`src/rtl/avr_pkg.sv`:
```
// ----------------------------------------------------------------------------
// avr_pkg
// Shared definitions for the AVR data-memory arbitration slice.
//   AVR_DW      default data width
//   AVR_AW      default address width
//   rd_owner_t  which master owns the read data returning from the SRAM
//               in the current cycle
// ----------------------------------------------------------------------------
package avr_pkg;

    localparam int AVR_DW = 8;
    localparam int AVR_AW = 16;

    typedef enum logic [1:0] {
        RD_NONE = 2'd0,
        RD_CPU  = 2'd1,
        RD_AUX  = 2'd2
    } rd_owner_t;

endpackage

```
`src/rtl/avr_starve_cnt.sv`:
```
// ----------------------------------------------------------------------------
// avr_starve_cnt
// Saturating wait counter for the auxiliary master. It counts the cycles an
// aux request has been pending without a grant and flags when the limit is
// reached so the arbiter can force one aux slot.
// Ports:
//   CLK     in   clock, rising edge
//   RST_N   in   asynchronous active-low reset
//   wait_i  in   aux request pending this cycle (count enable)
//   clr_i   in   clear the counter (grant taken or request withdrawn)
//   sat_o   out  counter has reached MAX
// ----------------------------------------------------------------------------
module avr_starve_cnt #(
    parameter int MAX = 4
) (
    input  logic CLK,
    input  logic RST_N,
    input  logic wait_i,
    input  logic clr_i,
    output logic sat_o
);

    localparam int            CW    = (MAX < 1) ? 1 : $clog2(MAX + 1);
    localparam logic [CW-1:0] MAX_C = CW'(MAX);

    logic [CW-1:0] wait_cnt;

    always_ff @(posedge CLK or negedge RST_N) begin
        if (!RST_N) begin
            wait_cnt <= '0;
        end else if (clr_i) begin
            wait_cnt <= '0;
        end else if (wait_i && (wait_cnt != MAX_C)) begin
            wait_cnt <= wait_cnt + 1'b1;
        end
    end

    assign sat_o = (wait_cnt == MAX_C);

endmodule

```
`src/rtl/avr_dmem_arbiter.sv`:
```
// ----------------------------------------------------------------------------
// avr_dmem_arbiter
// Shares the single-port AVR data SRAM between the CPU load/store/stack path
// and one auxiliary master (debug or DMA). The CPU has fixed priority; a
// starvation counter forces one aux slot after MAX_WAIT lost cycles, stalling
// the CPU for that one cycle.
// Ports:
//   CLK, RST_N                         clock, async active-low reset
//   cpu_req/addr/we/wdata   in         CPU access request
//   cpu_rdata               out        CPU read data (cycle after read slot)
//   cpu_stall               out        CPU lost its slot this cycle
//   aux_req/addr/we/wdata   in         aux request, held until aux_gnt
//   aux_gnt                 out        aux slot taken this cycle
//   aux_rvalid/aux_rdata    out        aux read return (cycle after grant)
//   mem_addr/we/wdata       out        SRAM command
//   mem_rdata               in         SRAM read data, 1-cycle latency
// ----------------------------------------------------------------------------
module avr_dmem_arbiter
    import avr_pkg::*;
#(
    parameter int AW       = AVR_AW,
    parameter int DW       = AVR_DW,
    parameter int MAX_WAIT = 4
) (
    input  logic          CLK,
    input  logic          RST_N,
    input  logic          cpu_req,
    input  logic [AW-1:0] cpu_addr,
    input  logic          cpu_we,
    input  logic [DW-1:0] cpu_wdata,
    output logic [DW-1:0] cpu_rdata,
    output logic          cpu_stall,
    input  logic          aux_req,
    input  logic [AW-1:0] aux_addr,
    input  logic          aux_we,
    input  logic [DW-1:0] aux_wdata,
    output logic          aux_gnt,
    output logic          aux_rvalid,
    output logic [DW-1:0] aux_rdata,
    output logic [AW-1:0] mem_addr,
    output logic          mem_we,
    output logic [DW-1:0] mem_wdata,
    input  logic [DW-1:0] mem_rdata
);

    logic      aux_sat;
    logic      aux_win;
    rd_owner_t rd_owner;
    rd_owner_t rd_owner_nxt;
    logic [DW-1:0] cpu_rdata_q;
    logic [DW-1:0] aux_rdata_q;

    // Counter clears on a grant or when the request is withdrawn, so a
    // master that gives up never carries stale priority into its next request.
    avr_starve_cnt #(
        .MAX (MAX_WAIT)
    ) u_starve_cnt (
        .CLK    (CLK),
        .RST_N  (RST_N),
        .wait_i (aux_req),
        .clr_i  (aux_win | ~aux_req),
        .sat_o  (aux_sat)
    );

    assign aux_win   = aux_req & (~cpu_req | aux_sat);
    assign aux_gnt   = aux_win;
    assign cpu_stall = cpu_req & aux_win;

    assign mem_addr  = aux_win ? aux_addr  : cpu_addr;
    assign mem_wdata = aux_win ? aux_wdata : cpu_wdata;
    assign mem_we    = aux_win ? aux_we    : (cpu_req & cpu_we);

    always_comb begin
        rd_owner_nxt = RD_NONE;
        if (aux_win) begin
            if (!aux_we) rd_owner_nxt = RD_AUX;
        end else if (cpu_req && !cpu_we) begin
            rd_owner_nxt = RD_CPU;
        end
    end

    always_ff @(posedge CLK or negedge RST_N) begin
        if (!RST_N) begin
            rd_owner    <= RD_NONE;
            cpu_rdata_q <= '0;
            aux_rdata_q <= '0;
        end else begin
            rd_owner <= rd_owner_nxt;
            if (rd_owner == RD_CPU) cpu_rdata_q <= mem_rdata;
            if (rd_owner == RD_AUX) aux_rdata_q <= mem_rdata;
        end
    end

    // Returning data passes straight through in its return cycle so neither
    // master pays an extra cycle; the held copy covers every other cycle.
    assign cpu_rdata  = (rd_owner == RD_CPU) ? mem_rdata : cpu_rdata_q;
    assign aux_rvalid = (rd_owner == RD_AUX);
    assign aux_rdata  = (rd_owner == RD_AUX) ? mem_rdata : aux_rdata_q;

endmodule

```
`config.mk`:
```
export PLATFORM = sky130hd
export DESIGN_NAME = avr_dmem_arbiter
export DESIGN_NICKNAME = d
export VERILOG_FILES = /design/src/rtl/avr_pkg.sv /design/src/rtl/avr_starve_cnt.sv /design/src/rtl/avr_dmem_arbiter.sv
export SDC_FILE = /design/constraint.sdc
export NUM_CORES = 1
export LEC_CHECK = 0
export CORE_AREA = 2 2 65 67
export CTS_BUF_LIST = sky130_fd_sc_hd__clkbuf_4
export CTS_CLUSTER_DIAMETER = 150
export DETAILED_ROUTE_END_ITERATION = 10
export DIE_AREA = 0 0 67 69
export PLACE_DENSITY = 0.8
export REMOVE_ABC_BUFFERS = 1
export SLEW_MARGIN = 20
export SYNTH_ARGS = -nofsm -noshare
export SYNTH_HDL_FRONTEND = slang
export SYNTH_SLANG_ARGS = --single-unit
```
`constraint.sdc`:
```
create_clock -name CLK -period 2.5 [get_ports CLK]
set_clock_uncertainty 0.2 [all_clocks]
set_input_delay 0.75 -clock CLK [delete_from_list [all_inputs] [get_ports CLK]]
set_output_delay 0.75 -clock CLK [all_outputs]
set_load 0.03 [all_outputs]
```
==> flow_summary.toml, run 1 <==
[synth]
synth-seq-cells = 21
synth_area_leaders = "dfrtp_1 42%, mux2_4 22%, mux2_2 13%, nand2_1 7.8%, buf_12 3.2%"
synth_mux_area_share_pct = 34.23
ys_seq_area_share_pct = 42.04
synthArstFlopShare_pct = 100.0
synth_top_area_cell = "dfrtp_1"
synthCells = 106
synth_fa_ha_area_share_pct = 2.002
synth_flop_cell = "dfrtp_1"
synth_top_family_by_area = "multiplexers"
synth_xor_area_share_pct = 0
synth_most_common_cell = "nand2_1"
syn_area_um2 = 1250
syn-mean-instance-area_um2 = 11.79
synth_edf_count = 0
yosys.cell_types.count = 20
yosysTopAreaCellShare_pct = 42.04
synthTopCellsByCount = "26 x nand2_1, 21 x dfrtp_1, 18 x mux2_4"
yosys.area_share.simple_pct = 13.41
synth_compound_area_share_pct = 2.002
yosys_warnings = 0

[sta]
max_slew_margin_pct = 78.57
tns_ps = -8219
rsz0062_at_grt = "true"
fmax_mhz = 352.2
hold_viol = 0
slew_violations = 0
setup_slack_ps = -339.3
fin_crit_sh_pct = 113.6
min_period_ps = 2839
setup_viol = 27
tightest_slew_ps = 321.5

[routing]
wl_per_cell_um = 15.71
viasPerCell = 4.462
drt_first_pass_iters = 3
antenna_left = 0
vias = 1236
routed_wl_um = 4352
initialDrtViolationCount = 36
drc = 0

[floorplanning]
start_util_pct = 31.94
num_rows = 23
die_w_um = 67
fp.dieArea_um2 = 4623
core_region_area_um2 = 3914
die_h_um = 69
num_io_pins = 106

[hold_path]
hp-class = "flip-flop to flip-flop"
min_path_cells = 2

[pwr]
p_leak_nw = 1.324
ir_worst_vdd_v = 0.0002104
totalPowerFinal_mw = 1.250
pwr_density_cell_nw_per_um2 = 470.6

[placement]
place_congestion = 0.7199
dpl.hpwl_um = 3319
placed_area_um2 = 2310
port_buffers = 105
dp_cells = 266
post-place-ws_ps = -602.3

[worst_setup_path]
crit_path_top_delay_cell = "dfrtp_1"
critPathLaunchType = "flip-flop"
crit_required_ps = 1550
crit_type = "flip-flop to output port"
critical_path.max_fanout = 6
rr_worst_depth = 7
cp-end-kind = "output port"
crit_chain = "inv_1 > ha_2 > nand2_2 > a21bo_4 > buf_12 > mux2_4 > buf_6"
critPathArrivalTime_ps = 1890
critPathMaxStageDelay_ps = 400

[global_routing]
antenna_found_initial = 0
grt_max_degree = 22
first_global_vias = 1330
overflow = 0
track_usage_pct = 19.27
grt_first_pass_wirelength_um = 6706

[clocking]
cts.htree.levels = 1
clk_transition_reported_paths_ps = 110
cts_tree = "yes"
cts_made_buffers = 3
clk_latency_ps = 300
cts_root_buf = "clkbuf_4"
clk_path_buf_depth = 2
cts_num_sinks = 21

[finish]
finalInstanceArea_um2 = 2656
nNetsFinal = 292
antennaDiodeCount = 0
syn_to_final_growth_pct = 112.5
final_cells = 277
n_fill_cell = 300
final_layout_size_suffix_gt1_share_pct = 47.14

[job]
cap_violations = 0

[run_status]
status = "finished with violations"
violations = "setup timing"
-- critical path: cells and delay by family, from the launching register on --
family	cells	cell delay, ps
compound gates	1	280
fa+ha+maj	1	170
buf+inv	3	360
flops	1	400
mux	1	300
simple gates	1	60
-- registers in the layout, summed over array words and instances, names as in the netlist --
signal / count
rd_owner: 2
u_starve_cnt.wait_cnt: 3
aux_rdata_q: 8
cpu_rdata_q: 8
-- final timing paths --
check | start | endpoint | slack, ps
max | u_starve_cnt.wait_cnt[1] | mem_addr[0] | -340
min | cpu_rdata_q[4] | cpu_rdata_q[4] | 290
max reg2reg | u_starve_cnt.wait_cnt[1] | rd_owner[1] | 900
min reg2reg | cpu_rdata_q[4] | cpu_rdata_q[4] | 290
max in group asynchronous | RST_N | cpu_rdata_q[6] | 1310
min in group asynchronous | RST_N | aux_rdata_q[5] | 580
-- layer usage --
layer	part of all wire [%]	GRT usage [%]
met5	0	0
met4	1.9	5.896
met3	13	7.667
met2	49	32.34
met1	36	22.02
-- cell families after synthesis --
| kind of cell | Yosys count |
|---|---|
| buf+inv | 10 |
| mux | 32 |
| simple gates | 38 |
| flops | 21 |
| fa+ha+maj | 2 |
| compound gates | 3 |
-- placed cells by master (no fill, tap or decap), drive strengths merged, types with 4 or more instances in the layout --
cell type | Yosys | layout
buf | 4 | 63
clkbuf | 2 | 4
clkdlybuf4s50 | 0 | 51
dfrtp | 21 | 21
dlygate4sd2 | 0 | 8
inv | 4 | 4
mux2 | 32 | 32
nand2 | 27 | 27
nor2 | 4 | 4
-- metrics by stage --
| stage | util (%) | hold WS (ps) |
|---|---|---|
| 2_1_floorplan | - | 237.0 |
| 3_3_place_gp | 59.02 | 256.7 |
| 3_5_place_dp | 59.02 | 259.6 |
| 4_1_cts | 67.14 | 287.0 |
| 5_1_grt | 67.87 | 307.6 |
| 6_report | 67.87 | 285.8 |
-- power by group --
| part | switching, mW | leakage, nW | internal, mW |
|---|---|---|---|
| sequential | 0.0145 | 0.260 | 0.388 |
| clock | 0.100 | 0.0184 | 0.0730 |
| combinational | 0.313 | 1.04 | 0.360 |
-- layout make-up --
type                            instances  area, um2  share of cell area (%)
Timing Repair Buffer                  123       1297                   48.85
Multi-Input combinational cell         75      723.2                   27.23
Sequential cell                        21      525.5                   19.78
Tap cell                               50      62.56                   2.355
Clock buffer                            4      30.03                   1.130
Inverter                                4      17.52                  0.6594
-- repair_timing --
action,4_1_cts,5_1_grt
setup endpoints to repair,43,34
buffers inserted,3,0
hold buffers,0,0
pin swaps,3,1
resized for setup,72,7
gates cloned,3,1
Note: power is estimated with default switching activity, not from simulation.
==> run 2: changes to the inputs <==
--- a/config.mk
+++ b/config.mk
@@ -5,12 +5,12 @@
 export SDC_FILE = /design/constraint.sdc
 export NUM_CORES = 1
 export LEC_CHECK = 0
-export CORE_AREA = 2 2 65 67
-export CTS_BUF_LIST = sky130_fd_sc_hd__clkbuf_4
-export CTS_CLUSTER_DIAMETER = 150
+export CORE_AREA = 2 2 66 68
+export CTS_CLUSTER_DIAMETER = 60
 export DETAILED_ROUTE_END_ITERATION = 10
-export DIE_AREA = 0 0 67 69
-export PLACE_DENSITY = 0.8
+export DIE_AREA = 0 0 68 70
+export GPL_ROUTABILITY_DRIVEN = 0
+export PLACE_DENSITY = 0.77
 export REMOVE_ABC_BUFFERS = 1
 export SLEW_MARGIN = 20
 export SYNTH_ARGS = -nofsm -noshare
==> run 2 against run 1 <==
The flow still finishes with violations (setup timing); sequential power about the same; cell area down 0.80%; register-to-register slack better by 40 ps.
==> flow_summary.toml, run 2 (same netlist as run 1, synthesis figures left out) <==
[sta]
max_slew_margin_pct = 74.54
tightest_slew_ps = 380.2
min_period_ps = 2889
setup_slack_ps = -389.4
hold_viol = 0
slew_violations = 0
fmax_mhz = 346.1
fin_crit_sh_pct = 115.6
tns_ps = -8092
rsz0062_at_grt = "true"
fin_hold_ws_ps = 274.1
setup_viol = 26

[clocking]
clk_transition_reported_paths_ps = 70
cts.htree.levels = 1
cts_made_buffers = 3
clk_path_buf_depth = 2
cts_hold_repair.buffers = 0
cts_num_sinks = 21
cts_root_buf = "clkbuf_8"
cts_tree = "yes"
clk_latency_ps = 260

[global_routing]
overflow = 0
track_usage_pct = 17.10
grt_max_degree = 22
antenna_found_initial = 0
first_global_vias = 1325
grt_first_pass_wirelength_um = 6175

[finish]
final_layout_size_suffix_gt1_share_pct = 47.35
final_util_pct = 63.59
final_cells = 278
finalInstanceArea_um2 = 2635
layout_commonest_cell = "clkdlybuf4s50_1"
layout_common_cells = "51 x clkdlybuf4s50_1, 33 x buf_6, 28 x mux2_4"
nNetsFinal = 291
syn_to_final_growth_pct = 110.8
antennaDiodeCount = 0
top_regs = "aux_rdata_q: 8 flops, cpu_rdata_q: 8 flops, u_starve_cnt.wait_cnt: 3 flops"

[worst_setup_path]
critPathLaunchType = "input port"
critical_path.max_fanout = 5
cp-end-kind = "output port"
r2r_setup_slack_ps = 940
crit_required_ps = 1550
crit_type = "input port to output port"
critPathArrivalTime_ps = 1940

[placement]
dpl.hpwl_um = 2947
dp_cells = 269
post-place-ws_ps = -580.0
placed_area_um2 = 2307
port_buffers = 105

[pwr]
pwr_density_cell_nw_per_um2 = 481.7
p_leak_nw = 1.308
totalPowerFinal_mw = 1.269
ir_worst_vdd_v = 0.0002147

[routing]
routed_wl_um = 3841
wl_per_cell_um = 13.82
initialDrtViolationCount = 15
drc = 0
antenna_left = 0
vias = 1241
drt_first_pass_iters = 4
viasPerCell = 4.464

[floorplanning]
fp.dieArea_um2 = 4760
num_io_pins = 106
start_util_pct = 30.16
die_h_um = 70
core_region_area_um2 = 4144
num_rows = 24
die_w_um = 68

[run_status]
status = "finished with violations"
violations = "setup timing"

[job]
cap_violations = 0

[hold_path]
hp-class = "flip-flop to flip-flop"
run 2: worst paths after layout:
path                                        to                startpoint  cells past startpoint
worst max-delay path               mem_addr[6]                   cpu_req                      5
worst min-delay path            cpu_rdata_q[5]            cpu_rdata_q[5]                      2
worst max register to register     rd_owner[1]  u_starve_cnt.wait_cnt[1]                      7
worst min register to register  cpu_rdata_q[5]            cpu_rdata_q[5]                      2
max in group asynchronous       aux_rdata_q[2]                     RST_N                      2
min in group asynchronous       cpu_rdata_q[3]                     RST_N                      2
run 2: area by class of cell:
class                      instances  area (um2)
timing repair buffer             122        1280
multi-input combinational         75       698.2
clock inverter                     1       5.005
fill                             330        1509
sequential                        21       525.5
clock buffer                       3       41.29
tap                               52       65.06
inverter                           4       20.02
run 2: power breakdown:
part	internal (mW)	switching (mW)	total [mW]
clock network	0.111	0.106	0.216
registers	0.389	0.0140	0.403
logic	0.346	0.304	0.650
total	0.846	0.424	1.27
run 2: layer usage:
layer | share of wire, % | track usage (%) | up-vias
met5 | 0 | 0 | -
met4 | 0.62 | 5.333 | 0
met3 | 9.8 | 5.314 | 3
met2 | 54 | 30.20 | 72
met1 | 35 | 18.96 | 572
li1 | - | - | 594
run 2: critical path, stage by stage:
cell and delay, ps:
clkdlybuf4s15_1 210, a21bo_4 270, bufbuf_16 280, mux2_4 300, buf_6 140
run 2: repair_timing:
item                                    4_1_cts  5_1_grt
endpoints found under the setup margin       43       31
gates resized for setup                      58       10
pin swaps                                     1        1
cloned                                        3        0
setup buffers                                 2        0
==> run 3: changes to the inputs <==
--- a/config.mk
+++ b/config.mk
@@ -12,6 +12,7 @@
 export GPL_ROUTABILITY_DRIVEN = 0
 export PLACE_DENSITY = 0.77
 export REMOVE_ABC_BUFFERS = 1
+export SKIP_LAST_GASP = 1
 export SLEW_MARGIN = 20
 export SYNTH_ARGS = -nofsm -noshare
 export SYNTH_HDL_FRONTEND = slang
==> results of run 3 <==
The final DEF is identical to that of run 2; final timing and power are the same.
